**src/rtl/clk_div_prog.sv**
```systemverilog
// Multi-channel programmable 50%-duty clock divider with rising-edge ticks.
// Optional per-channel rising-edge counters: define CLK_DIV_PROG_EDGE_CNT_EN.
module clk_div_prog #(
    parameter int          NUM_CH   = 2,
    parameter int          CNT_W    = 24,
    parameter int unsigned DEF_HALF = 12499999
) (
    input  logic                    clk,
    input  logic                    rst,
    input  logic [NUM_CH-1:0]       en,
    input  logic [NUM_CH*CNT_W-1:0] div_half,
    input  logic [NUM_CH-1:0]       load,
    input  logic                    sync,
    output logic [NUM_CH-1:0]       clk_out,
    output logic [NUM_CH-1:0]       tick
`ifdef CLK_DIV_PROG_EDGE_CNT_EN
    ,
    output logic [NUM_CH*16-1:0]    edge_cnt
`endif
);

    localparam logic [CNT_W-1:0] DEF_H = CNT_W'(DEF_HALF);

    logic [CNT_W-1:0]  cnt_q [NUM_CH];
    logic [CNT_W-1:0]  cnt_d [NUM_CH];
    logic [CNT_W-1:0]  act_q [NUM_CH];
    logic [CNT_W-1:0]  act_d [NUM_CH];
    logic [CNT_W-1:0]  shd_q [NUM_CH];
    logic [CNT_W-1:0]  shd_d [NUM_CH];
    logic [NUM_CH-1:0] clk_q, clk_d;
    logic [NUM_CH-1:0] tick_q, tick_d;

    always_comb begin
        clk_d  = clk_q;
        tick_d = '0;
        for (int i = 0; i < NUM_CH; i++) begin
            cnt_d[i] = cnt_q[i];
            act_d[i] = act_q[i];
            shd_d[i] = load[i] ? div_half[i*CNT_W +: CNT_W] : shd_q[i];
            if (sync) begin
                // A same-cycle load goes straight into the active half period.
                cnt_d[i] = '0;
                clk_d[i] = 1'b1;
                act_d[i] = shd_d[i];
            end else if (en[i]) begin
                if (cnt_q[i] == act_q[i]) begin
                    cnt_d[i]  = '0;
                    clk_d[i]  = ~clk_q[i];
                    tick_d[i] = ~clk_q[i];
                    act_d[i]  = shd_q[i];
                end else begin
                    cnt_d[i] = cnt_q[i] + 1'b1;
                end
            end
        end
    end

    always_ff @(posedge clk) begin
        if (rst) begin
            clk_q  <= '1;
            tick_q <= '0;
            for (int i = 0; i < NUM_CH; i++) begin
                cnt_q[i] <= '0;
                act_q[i] <= DEF_H;
                shd_q[i] <= DEF_H;
            end
        end else begin
            clk_q  <= clk_d;
            tick_q <= tick_d;
            for (int i = 0; i < NUM_CH; i++) begin
                cnt_q[i] <= cnt_d[i];
                act_q[i] <= act_d[i];
                shd_q[i] <= shd_d[i];
            end
        end
    end

    assign clk_out = clk_q;
    assign tick    = tick_q;

`ifdef CLK_DIV_PROG_EDGE_CNT_EN
    // Counts update on the same edge that raises tick, so they include it.
    logic [15:0] ecnt_q [NUM_CH];

    always_ff @(posedge clk) begin
        for (int i = 0; i < NUM_CH; i++) begin
            if (rst || sync) begin
                ecnt_q[i] <= '0;
            end else if (tick_d[i]) begin
                ecnt_q[i] <= ecnt_q[i] + 16'd1;
            end
        end
    end

    always_comb begin
        edge_cnt = '0;
        for (int i = 0; i < NUM_CH; i++) begin
            edge_cnt[i*16 +: 16] = ecnt_q[i];
        end
    end
`endif

endmodule
```
**config.mk**
```make
export PLATFORM = sky130hd
export DESIGN_NAME = clk_div_prog
export DESIGN_NICKNAME = d
export VERILOG_FILES = /design/src/rtl/clk_div_prog.sv
export SDC_FILE = /design/constraint.sdc
export NUM_CORES = 1
export LEC_CHECK = 0
export CORE_ASPECT_RATIO = 2
export CORE_MARGIN = 2
export CORE_UTILIZATION = 55
export CTS_CLUSTER_DIAMETER = 30
export DETAILED_ROUTE_END_ITERATION = 16
export GPL_TIMING_DRIVEN = 0
export PLACE_DENSITY = 0.77
export SLEW_MARGIN = 20
export SYNTH_ARGS = -nofsm -noshare
export SYNTH_HDL_FRONTEND = slang
export SYNTH_SLANG_ARGS = --single-unit
export TNS_END_PERCENT = 50
```
**constraint.sdc**
```tcl
create_clock -name clk -period 4.2 [get_ports clk]
set_input_delay 0.63 -clock clk [delete_from_list [all_inputs] [get_ports clk]]
set_output_delay 0.63 -clock clk [all_outputs]
set_load 0.02 [all_outputs]
```
# Yosys cells after proc, flatten, opt, wreduce, memory -nomap -nowiden
# Memories as Yosys holds them, arrays and structs flattened.
# Cells that the tools add are included.
# Widths: inputs -> output; s select.
[word_totals] mem_count=3 wordCells=51 out_inout_bits=4 mem_bits_rw=144 regBits=4
[mem_list] name="act_q" words=2 word_bits=24 read_ports=2 rd_ports_with_merged_regs=0 write_ports=2 line="26" rtl="logic [CNT_W-1:0] act_q [NUM_CH];"
[mem_list] name="cnt_q" words=2 word_bits=24 read_ports=2 rd_ports_with_merged_regs=0 write_ports=2 line="24" rtl="logic [CNT_W-1:0] cnt_q [NUM_CH];"
[mem_list] name="shd_q" words=2 word_bits=24 read_ports=2 rd_ports_with_merged_regs=0 write_ports=2 line="28" rtl="logic [CNT_W-1:0] shd_q [NUM_CH];"
[op_classes] bitwise_logic=12 muxes=23 add_sub_neg=2 n_eq_ne=2 n_reduce_logical=5
[op_table] cell="$mux 24" n=20
[op_table] cell="$add 24x1->24 const B" n=2
[op_table] cell="$eq 24x24->1" n=2
[op_table] cell="$reduce_or 4->1" n=2
[op_table] cell="$not 1->1" n=6
[op_table] cell="$or 1x1->1" n=6
[op_table] cell="$reduce_and 2->1" n=2
[op_table] cell="$mux 1" n=3
[op_table] cell="$reduce_or 2->1" n=1

# Logic depth before layout (Yosys ltp)
[logic_depth] ltp_word=5 mapped_depth=8

# Least setup slack after synthesis
# OpenSTA, ideal clock, no wires.
[synth_timing] path_kind="input to register" start="in en[0]" end="mem cnt_q[0][23]" cell_stages=6 t_arrival_ps=2070 setup_slack_ps=2060 cell_sequence="clkbuf_2 nand4_1 or4_4 buf_6 or4_1 a21oi_1"
[synth_lines] element="start, declared" line="10" rtl="input logic [NUM_CH-1:0] en,"
[synth_lines] element="end, declared" line="24"

==> qor.yml <==
antenna_found_initial: 0
hpwlAfterDp_mm: 14.4
fillCellCount: 972
grt_pass1_vias: 6162
clk_latency_ns: 0.43
dpl.cell_count: 960
power_mw: 3.28
drcViolationCount: 0
async_flop_share: 0
final.min_clock_period_ns: 2.64
critPathBufInv: 1
cp.arrival_ns: 2.94
slowest_delay_ns: 0.81
max_cap_viol_count: 0
worstHoldStart: "clk_out[1]"
reg2reg_slack_ns: 1.56
synth-simple-area-share: 0.232
grt_setup_unrepaired: "no"
max_freq_mhz: 379
critPathMaxFanout: 10
synth-edff-count: 0
status: "finished, final reports clean"
ys_seq_area_frac: 0.430
crit_path_start: "cnt_q[0][20]"
fin_skew_ns: 0.00864
fin_crit_sh: 0.627
synth_ff_type: "dfxtp_1"
path_clk_slew_ns: 0.07
postCtsSetupBuffers: 0
synth_nets: 814
timing.rr.start: "cnt_q[0][20]"
rr_worst_depth: 6
nets: 889
syn_to_final_growth_pct: 18.9
ys_types: 45
postLayoutCellArea_mm2: 0.00820
synthCells: 757
rows: 57
cts_resized: 0
drive_gt1_frac: 0.0639
vias: 5942
placeableCoreArea_mm2: 0.0122
maxSlewViolCount: 0
ir_drop_uv: 344
die_h_um: 162
path_class: "reg -> reg"
cts_root_buf: "clkbuf_16"
cts_tree: "built"
place_area_mm2: 0.00764
synth-seq-cells: 148
startpoint_type: "register"
netlist_area_mm2: 0.00689
diodes: 0
die_area_mm2: 0.0135
io_buffer_count: 56
synth_compound_area_frac: 0.125
finalSetupViolations: 0
final_cells: 992
powerDensity_mw_per_mm2: 400
gp_congestion: 0.944
critPathSlowestCell: "nor3_1"
postRouteWirelength_mm: 19.2
htree_levels: 4
synthAdderAreaFrac: 0.00363
hp-class: "reg -> reg"
grt_pass1_wl_mm: 30.3
synthXorXnorAreaFrac: 0.118
vias_per_cell: 5.99
postRouteAntennaNets: 0
synth.most_common_cell: "dfxtp_1"
synthTopCellsByArea: "dfxtp_1 (43%), xnor2_1 (6.9%), xor2_1 (5.0%), a211o_1 (4.1%), nand4b_1 (4.1%)"
r2r_end: "act_q[0][22]"
start_util: 0.565
final_hold_viol_count: 0
yosysTopAreaCell: "dfxtp_1"
grt_usage: 0.284
firstDrtPassIters: 7
ctsHoldBuffers: 0
cp-end-kind: "register"
grt_start_max_net_pins: 17
synth_top_family_by_area: "simple AND/OR/NAND/NOR gates"
worstMarginPinSlew_ns: 1.02
avgSynthCellArea_um2: 9.10
drtIter0Drc: 364
setup_tns_ns: 0
ys_warn_count: 0
clockBufferDepth: 2
ioPinCount: 59
worst_ep_required_time_ns: 4.51
wl_per_cell_um: 19.3
crit_chain: "xnor2_1 > nand4_1 > nor3_1 > clkbuf_1 > nand3_1 > o311a_1"
numCtsBuffers: 17
cts.sinks: 148
path_delay_family: "simple AND/OR/NAND/NOR gates"
grt_overflow: 0
cp-endpoint: "act_q[0][22]"
die_w_um: 83.2
synthMuxAreaShare: 0.0261
crit_cells: 6
synth_top_area_share: 0.430
p_leak_nw: 3.14
netlist_top_cells_count: "dfxtp_1 (148), nor2_1 (59), xnor2_1 (54), nand2_1 (50), inv_1 (48)"
relSlewSlack: 0.314
==> cell families (layout without fill, tap and decap cells) <==
| family | Yosys count | after routing |
|---|---|---|
| AO/OA/AOI/OAI | 101 | 101 |
| flip-flops | 148 | 148 |
| adder cells (fa/ha/maj) | 2 | 2 |
| multiplexers | 18 | 18 |
| XOR/XNOR | 93 | 93 |
| buffers and inverters | 108 | 196 |
| AND/OR/NAND/NOR | 287 | 287 |
==> final cells by class <==
type	count	area, um^2	share of cell area
Clock inverter	13	128	0.0156
Timing Repair Buffer	56	561	0.0684
Clock buffer	19	433	0.0528
Inverter	48	180	0.0220
Sequential cell	148	2960	0.361
Buffer	60	269	0.0328
Tap cell	147	184	0.0224
Multi-Input combinational cell	501	3480	0.425
==> worst min-delay path by stage <==
stage	endpoint	slack, ns	depth (start not counted)
after floorplan	cnt_q[0][23]	0.47	2
after global placement	tick[1]	0.47	1
after detailed placement	tick[1]	0.48	1
after CTS	tick[1]	0.49	1
after global routing	tick[0]	0.52	1
final	tick[1]	0.49	1
==> worst register-to-register path, cell delays in order (launching register included) <==
cell and delay (ns):
dfxtp_1 0.37, xnor2_1 0.31, nand4_1 0.17, nor3_1 0.81, clkbuf_1 0.54, nand3_1 0.16, o311a_1 0.17
==> cell usage in the layout (no fill, tap or decap), types with 2 or more instances in the layout <==
cell type | synthesis | layout
nor4_1 | 9 | 9
nor2b_1 | 34 | 34
mux2i_1 | 18 | 18
clkdlybuf4s50_1 | 0 | 56
nor2_1 | 59 | 59
o311ai_0 | 32 | 32
and3_1 | 5 | 5
nor3b_1 | 9 | 9
buf_2 | 12 | 12
clkbuf_2 | 2 | 2
clkinvlp_4 | 0 | 6
o311a_1 | 8 | 8
and4_1 | 3 | 3
nand2_1 | 50 | 50
a211o_1 | 32 | 32
a21oi_1 | 9 | 9
inv_1 | 48 | 48
buf_1 | 4 | 4
inv_6 | 0 | 4
clkbuf_1 | 38 | 40
or3_1 | 2 | 2
and2_1 | 3 | 3
nor3_1 | 37 | 37
clkbuf_16 | 0 | 17
xor2_1 | 39 | 39
clkinv_4 | 0 | 2
nand4b_1 | 32 | 32
a2111oi_0 | 8 | 8
nand3_1 | 14 | 14
a221o_1 | 8 | 8
ha_1 | 2 | 2
dfxtp_1 | 148 | 148
buf_6 | 3 | 3
nand4_1 | 20 | 20
xnor2_1 | 54 | 54
==> per-layer routing <==
| layer | up-vias | routed length [um] | global-route usage |
|---|---|---|---|
| met2 | 174 | 10400 | 0.532 |
| met3 | 77 | 685 | 0.0574 |
| met1 | 2856 | 6790 | 0.271 |
| li1 | 2835 | - | - |
| met5 | - | 0 | 0 |
| met4 | 0 | 1300 | 0.197 |
==> where the power goes <==
part,internal [mW],total [mW],switching (mW)
clock,0.823,1.45,0.630
combinational,0.146,0.296,0.149
sequential,1.48,1.53,0.0535
==> per-stage QoR <==
stage	util	worst slack [ns]	hold WS, ns
after global routing	0.672	1.41	0.518
final	0.672	1.56	0.486
after detailed placement	0.626	1.32	0.483
after CTS	0.672	1.58	0.488
after global placement	0.626	1.42	0.469
after floorplan	-	2.06	0.465
==> registers in the layout, indices dropped and copies added (netlist names) <==
| register | flops |
|---|---|
| clk_out | 2 |
| tick | 2 |
| cnt_q | 48 |
| shd_q | 48 |
| act_q | 48 |
No activity file was read; power rests on OpenSTA's default activity.
